### src/rtl/cpu_run_monitor_pkg.sv
// Shared definitions for the CPU run monitor: controller state encoding and
// the verdict codes reported on fail_code.
package cpu_run_monitor_pkg;

  typedef enum logic [2:0] {
    ST_HOLD    = 3'd0,
    ST_RUN     = 3'd1,
    ST_PASS    = 3'd2,
    ST_FAIL    = 3'd3,
    ST_TIMEOUT = 3'd4
  } state_e;

  localparam logic [1:0] FC_NONE     = 2'd0;
  localparam logic [1:0] FC_MISMATCH = 2'd1;
  localparam logic [1:0] FC_NOSIG    = 2'd2;
  localparam logic [1:0] FC_TIMEOUT  = 2'd3;

  function automatic logic is_terminal(input state_e s);
    return (s == ST_PASS) || (s == ST_FAIL) || (s == ST_TIMEOUT);
  endfunction

endpackage

### src/rtl/cpu_run_monitor_sat_counter.sv
// Up-counter with synchronous clear and enable that sticks at all-ones
// instead of wrapping. Clear has priority over enable.
module sat_counter #(
  parameter int W = 32
) (
  input  logic         i_clk,
  input  logic         i_clr,
  input  logic         i_en,
  output logic [W-1:0] o_count
);

  logic [W-1:0] r_count;
  logic         w_at_max;

  assign w_at_max = &r_count;

  always_ff @(posedge i_clk) begin
    if (i_clr) begin
      r_count <= '0;
    end else if (i_en && !w_at_max) begin
      r_count <= r_count + W'(1);
    end
  end

  assign o_count = r_count;

endmodule

### src/rtl/cpu_run_monitor.sv
// Run controller for the MIPS core: holds the core in reset, lets it run while
// counting cycles/instructions and capturing the signature register, then
// latches a pass/fail/timeout verdict until restarted.
module cpu_run_monitor
  import cpu_run_monitor_pkg::*;
#(
  parameter int RESET_CYCLES = 10,
  parameter int CNT_W        = 32,
  parameter int TIMEOUT      = 100000,
  parameter int REG_AW       = 5,
  parameter int DATA_W       = 32,
  parameter int SIG_REG      = 2
) (
  input  logic              clk,
  input  logic              reset,
  input  logic              restart,
  input  logic              halt,
  input  logic              instr_retired,
  input  logic              rf_we,
  input  logic [REG_AW-1:0] rf_waddr,
  input  logic [DATA_W-1:0] rf_wdata,
  input  logic [DATA_W-1:0] expected,
  output logic              core_reset,
  output logic              running,
  output logic              done,
  output logic              pass,
  output logic [1:0]        fail_code,
  output logic [CNT_W-1:0]  cycle_count,
  output logic [CNT_W-1:0]  instr_count,
  output logic [DATA_W-1:0] signature
);

  localparam logic [REG_AW-1:0] SIG_IDX     = REG_AW'(SIG_REG);
  localparam logic              SIG_ENABLED = (SIG_REG != 0);
  localparam logic [CNT_W-1:0]  HOLD_LAST   = CNT_W'(RESET_CYCLES - 1);
  localparam logic [CNT_W-1:0]  RUN_LAST    = CNT_W'(TIMEOUT - 1);

  state_e            r_state;
  state_e            w_state_nxt;
  logic [1:0]        r_fail_code;
  logic [1:0]        w_fail_code_nxt;
  logic [DATA_W-1:0] r_signature;
  logic              r_sig_valid;

  logic              w_in_hold;
  logic              w_in_run;
  logic              w_terminal;
  logic              w_restart_go;
  logic              w_capture;
  logic [DATA_W-1:0] w_sig_post;
  logic              w_valid_post;
  logic              w_hold_done;
  logic              w_timeout_hit;
  logic [CNT_W-1:0]  w_hold_cnt;
  logic [CNT_W-1:0]  w_cycle_cnt;
  logic [CNT_W-1:0]  w_instr_cnt;

  assign w_in_hold    = (r_state == ST_HOLD);
  assign w_in_run     = (r_state == ST_RUN);
  assign w_terminal   = is_terminal(r_state);
  assign w_restart_go = w_terminal && restart;

  // A capture in the halt cycle must feed the verdict, so compare post-capture.
  assign w_capture    = w_in_run && rf_we && SIG_ENABLED && (rf_waddr == SIG_IDX);
  assign w_sig_post   = w_capture ? rf_wdata : r_signature;
  assign w_valid_post = w_capture || r_sig_valid;

  assign w_hold_done   = w_in_hold && (w_hold_cnt == HOLD_LAST);
  assign w_timeout_hit = (w_cycle_cnt == RUN_LAST);

  // Hold counter restarts from zero whenever HOLD is (re)entered.
  sat_counter #(.W(CNT_W)) u_hold_cnt (
    .i_clk   (clk),
    .i_clr   (reset || !w_in_hold),
    .i_en    (w_in_hold),
    .o_count (w_hold_cnt)
  );

  sat_counter #(.W(CNT_W)) u_cycle_cnt (
    .i_clk   (clk),
    .i_clr   (reset || w_restart_go),
    .i_en    (w_in_run),
    .o_count (w_cycle_cnt)
  );

  sat_counter #(.W(CNT_W)) u_instr_cnt (
    .i_clk   (clk),
    .i_clr   (reset || w_restart_go),
    .i_en    (w_in_run && instr_retired),
    .o_count (w_instr_cnt)
  );

  always_comb begin
    w_state_nxt     = r_state;
    w_fail_code_nxt = r_fail_code;
    unique case (r_state)
      ST_HOLD: begin
        if (w_hold_done) begin
          w_state_nxt = ST_RUN;
        end
      end
      ST_RUN: begin
        if (halt) begin
          if (!w_valid_post) begin
            w_state_nxt     = ST_FAIL;
            w_fail_code_nxt = FC_NOSIG;
          end else if (w_sig_post == expected) begin
            w_state_nxt     = ST_PASS;
            w_fail_code_nxt = FC_NONE;
          end else begin
            w_state_nxt     = ST_FAIL;
            w_fail_code_nxt = FC_MISMATCH;
          end
        end else if (w_timeout_hit) begin
          w_state_nxt     = ST_TIMEOUT;
          w_fail_code_nxt = FC_TIMEOUT;
        end
      end
      ST_PASS, ST_FAIL, ST_TIMEOUT: begin
        if (restart) begin
          w_state_nxt     = ST_HOLD;
          w_fail_code_nxt = FC_NONE;
        end
      end
      default: begin
        w_state_nxt     = ST_HOLD;
        w_fail_code_nxt = FC_NONE;
      end
    endcase
  end

  always_ff @(posedge clk) begin
    if (reset) begin
      r_state     <= ST_HOLD;
      r_fail_code <= FC_NONE;
      r_signature <= '0;
      r_sig_valid <= 1'b0;
    end else begin
      r_state     <= w_state_nxt;
      r_fail_code <= w_fail_code_nxt;
      if (w_restart_go) begin
        r_signature <= '0;
        r_sig_valid <= 1'b0;
      end else if (w_capture) begin
        r_signature <= rf_wdata;
        r_sig_valid <= 1'b1;
      end
    end
  end

  // Core stays in reset outside RUN, which also freezes it after a verdict.
  assign core_reset  = !w_in_run;
  assign running     = w_in_run;
  assign done        = w_terminal;
  assign pass        = (r_state == ST_PASS);
  assign fail_code   = r_fail_code;
  assign cycle_count = w_cycle_cnt;
  assign instr_count = w_instr_cnt;
  assign signature   = r_signature;

endmodule

### config.mk
export PLATFORM = sky130hd
export DESIGN_NAME = cpu_run_monitor
export DESIGN_NICKNAME = d
export VERILOG_FILES = /design/src/rtl/cpu_run_monitor_pkg.sv /design/src/rtl/cpu_run_monitor_sat_counter.sv /design/src/rtl/cpu_run_monitor.sv
export SDC_FILE = /design/constraint.sdc
export NUM_CORES = 1
export LEC_CHECK = 0
export ABC_AREA = 1
export CAP_MARGIN = 20
export CORE_MARGIN = 2
export CORE_UTILIZATION = 42
export CTS_CLUSTER_SIZE = 28
export DETAILED_ROUTE_END_ITERATION = 10
export GPL_TIMING_DRIVEN = 1
export PLACE_DENSITY = 0.77
export SYNTH_ARGS = -nofsm -noshare
export SYNTH_HDL_FRONTEND = slang
export SYNTH_HIERARCHICAL = 1
export SYNTH_SLANG_ARGS = --single-unit
### constraint.sdc
create_clock -name clk -period 2.5 [get_ports clk]
set_clock_uncertainty 0.1 [all_clocks]
set_input_delay 0.5 -clock clk [delete_from_list [all_inputs] [get_ports clk]]
set_output_delay 0.5 -clock clk [all_outputs]
set_load 0.1 [all_outputs]
==> flow_summary.json <==
{
  "required_ns": 2.70,
  "vias": 9880,
  "synth_mux_area_frac": 0,
  "crit_end": "fail_code[0]",
  "clkTransAtPathRegs_ns": 0.05,
  "wirelength_mm": 26.5,
  "initial_core_util": 0.425,
  "synth-async-reset-ratio": 0,
  "synth_area_leaders": "dfxtp_1 (31%), nand2_1 (17%), nor2_1 (11%)",
  "antennaDiodeCount": 0,
  "rr_startpoint": "r_state[1]",
  "seq_area_frac_synth": 0.314,
  "p_leak_nw": 4.74,
  "cts-hold-fix-buffers": 0,
  "grt_pass1_vias": 8928,
  "path_buf_inv": 3,
  "drtAntennaViolNets": 0,
  "rsz0062_at_grt": "no",
  "maxSlewHeadroom": 0.376,
  "hold_class": "flip-flop to flip-flop",
  "critPathLaunchType": "input port",
  "syn_nets": 1466,
  "yosys.cell_types.count": 30,
  "worstSetupPathType": "input port to flip-flop",
  "drv_slew": 0,
  "fin_crit_sh": 0.919,
  "synthAdderAreaFrac": 0.00439,
  "drc": 0,
  "core-area_sq_um": 20100,
  "critPathCaptureType": "flip-flop",
  "numCtsBuffers": 17,
  "wl_met3_mm": 1.89,
  "die_area_sq_um": 21500,
  "grt_pass1_wl_mm": 42.4,
  "die_w_um": 147,
  "gp_congestion": 0.918,
  "wl_met1_mm": 11.5,
  "p_switching_mw": 2.42,
  "synthesis.area_sq_um": 8550,
  "cts_root_buf": "clkbuf_16",
  "worstPathCellList": "clkdlybuf4s50_1 -> nor2_4 -> buf_4 -> nand4_1 -> nand3_1 -> nand2_1 -> inv_1 -> nand2_1 -> nor2_1 -> nand2_1 -> nor2_2 -> nand2_1 -> nand2_1 -> nand2_1 -> nand2_1 -> a21oi_1",
  "total_power_mw": 6.73,
  "htree_levels": 4,
  "dr.pass1.iters": 5,
  "dr_wl_met2_mm": 12.5,
  "grt_usage": 0.237,
  "cap_violations": 0,
  "wire_per_inst_um": 14.1,
  "pin_count": 177,
  "synth_compound_area_frac": 0.0695,
  "worst-path-stages": 16,
  "combPwrFrac": 0.281,
  "yosys.area_share.simple": 0.520,
  "status": "finished, final reports clean",
  "r2r_slack_ns": 0.25,
  "cts_tree": "built",
  "p_seq_frac": 0.337,
  "antenna_found_initial": 0,
  "via_per_inst": 5.24,
  "cpLargestDelayFamily": "simple AND/OR/NAND/NOR gates",
  "yosysTopAreaCellShare": 0.314,
  "nets": 1679,
  "rows": 52,
  "path_common_cell": "nand2_1",
  "finalSetupTns_ns": 0,
  "first_iter_violations": 642,
  "synth_flop_cell": "dfxtp_1",
  "io_buffer_count": 176,
  "synth_top_family_by_area": "simple AND/OR/NAND/NOR gates",
  "netSwitchingFraction": 0.360,
  "ys_warn_count": 6,
  "max_freq_mhz": 435,
  "hpwl_mm": 19.5,
  "synth_edf_count": 0,
  "worstRegToRegCells": 20,
  "crit_start": "rf_waddr[3]",
  "r2r-end": "fail_code[0]",
  "clkSinkCount": 134,
  "p_per_area_nw_per_um2": 593,
  "syn_inst": 1388,
  "grt_start_max_net_pins": 37,
  "internal_power_mw": 4.31,
  "clkPwrFrac": 0.381,
  "worst_pin_slew_ns": 0.935,
  "grt-ovfl-total": 0,
  "highest_layer": "met4",
  "avgSynthCellArea_sq_um": 6.16,
  "areaGrowthSynthToFinish_pct": 32.8,
  "synth_top_area_cell": "dfxtp_1",
  "crit_fanout": 15,
  "period_needed_ns": 2.30,
  "cp.arrival_ns": 2.50,
  "finalWorstSetupSlack_ns": 0.202,
  "dieHeight_um": 147,
  "clockBufferDepth": 2,
  "crit_path_max_incr_delay_ns": 0.44,
  "ys_ff_latch": 134,
  "setup_viol": 0,
  "drive_above_1_share": 0.175,
  "clk_latency_ns": 0.43,
  "cp_slowest_cell": "clkdlybuf4s50_1",
  "vdd_ir_drop_max_mv": 0.540,
  "dp_worst_setup_slack_ns": -0.272,
  "finalHoldViolations": 0,
  "synth_xor_area_frac": 0.00614
}
synthesized netlist by cell type (2+ instances only):
cell type	count
nand2_4	3
nor2_2	19
nand3_1	111
a31oi_1	9
xnor2_1	3
nand3b_4	3
nor2_1	258
inv_1	116
nand2_2	24
clkbuf_1	12
buf_4	3
nand3b_1	36
ha_1	3
nor4_1	12
xor2_1	3
and3_1	3
dfxtp_1	134
nand4_1	70
nand2_1	395
buf_6	15
nor2_4	13
o21ai_0	7
buf_2	12
a21oi_1	97
o21ai_1	2
nor3_1	21
cells by family after synthesis:
group / after synthesis
simple gates: 970
buf+inv: 159
flops: 134
compound gates: 116
xor+xnor: 6
fa+ha+maj: 3
registers in the layout (all words and copies together) (netlist names):
name                 cells
u_instr_cnt/o_count     32
r_sig_valid              1
fail_code                2
u_cycle_cnt/o_count     32
u_hold_cnt/o_count      32
r_state                  3
signature               32
power by group through the flow:
stage	combinational [mW]	sequential [mW]	clock (mW)
4_1_cts	1.83	2.27	2.62
6_report	1.89	2.27	2.57
3_5_place_dp	1.83	2.31	0
2_1_floorplan	1.15	2.41	0
3_3_place_gp	1.80	2.31	0
5_1_grt	2.06	2.28	2.69
per-stage QoR:
| stage | util | std cells | cell area (sq um) | hold slack [ns] |
|---|---|---|---|---|
| detailed placement | 0.528 | 1848 | 10600 | 0.367 |
| CTS | 0.558 | 1880 | 11200 | 0.375 |
| floorplan | - | 1388 | 8610 | 0.345 |
| global route | 0.565 | 1884 | 11400 | 0.406 |
| global placement | 0.528 | 1848 | 10600 | 0.359 |
| finish | 0.565 | 1884 | 11400 | 0.370 |
layout make-up:
type                            instances  area [sq um]
Fill cell                            1964          8750
Multi-Input combinational cell       1096          5230
Sequential cell                       134          2690
Timing Repair Buffer                  235          2060
Clock buffer                           20           457
Inverter                              117           445
Tap cell                              270           338
Clock inverter                         12           144
tightest hold or removal path: stages, from the launching register on:
cell and delay (ns):
dfxtp_1 0.31, nand2_1 0.06, a21oi_1 0.05
worst min path at each step:
stage                    to  slack, ns          from  cells after the start
6_report       fail_code[0]       0.37  fail_code[0]                      2
5_1_grt        fail_code[0]       0.41  fail_code[0]                      2
4_1_cts        fail_code[0]       0.38  fail_code[0]                      2
3_5_place_dp   fail_code[0]       0.37  fail_code[0]                      2
3_3_place_gp   fail_code[0]       0.36  fail_code[0]                      2
2_1_floorplan   r_sig_valid       0.35   r_sig_valid                      2
cells in the final DEF (no fill, tap or decap), types with 6 or more instances in the layout:
cell type,count
nand3_1,111
dfxtp_2,6
o21ai_0,7
nand3b_1,36
clkdlybuf4s50_1,70
buf_4,150
nor3_1,19
nor2_2,18
nand4_1,70
nand2_1,384
dfxtp_1,128
clkbuf_16,18
nor4_1,12
nand2_2,34
a21oi_1,97
nor2_1,255
a31oi_1,9
nor2_4,17
inv_1,113
what timing repair did:
item                                    in CTS  in global routing
gates resized for setup                      0                 27
buffers inserted                             0                  2
endpoints found under the setup margin       0                  2
layer usage:
layer | global-route usage | vias to the layer above
met5 | 0 | -
met3 | 0.0550 | 48
met2 | 0.394 | 350
li1 | - | 4963
met1 | 0.302 | 4519
met4 | 0.0850 | 0
Note: power is estimated with default switching activity, not from simulation.
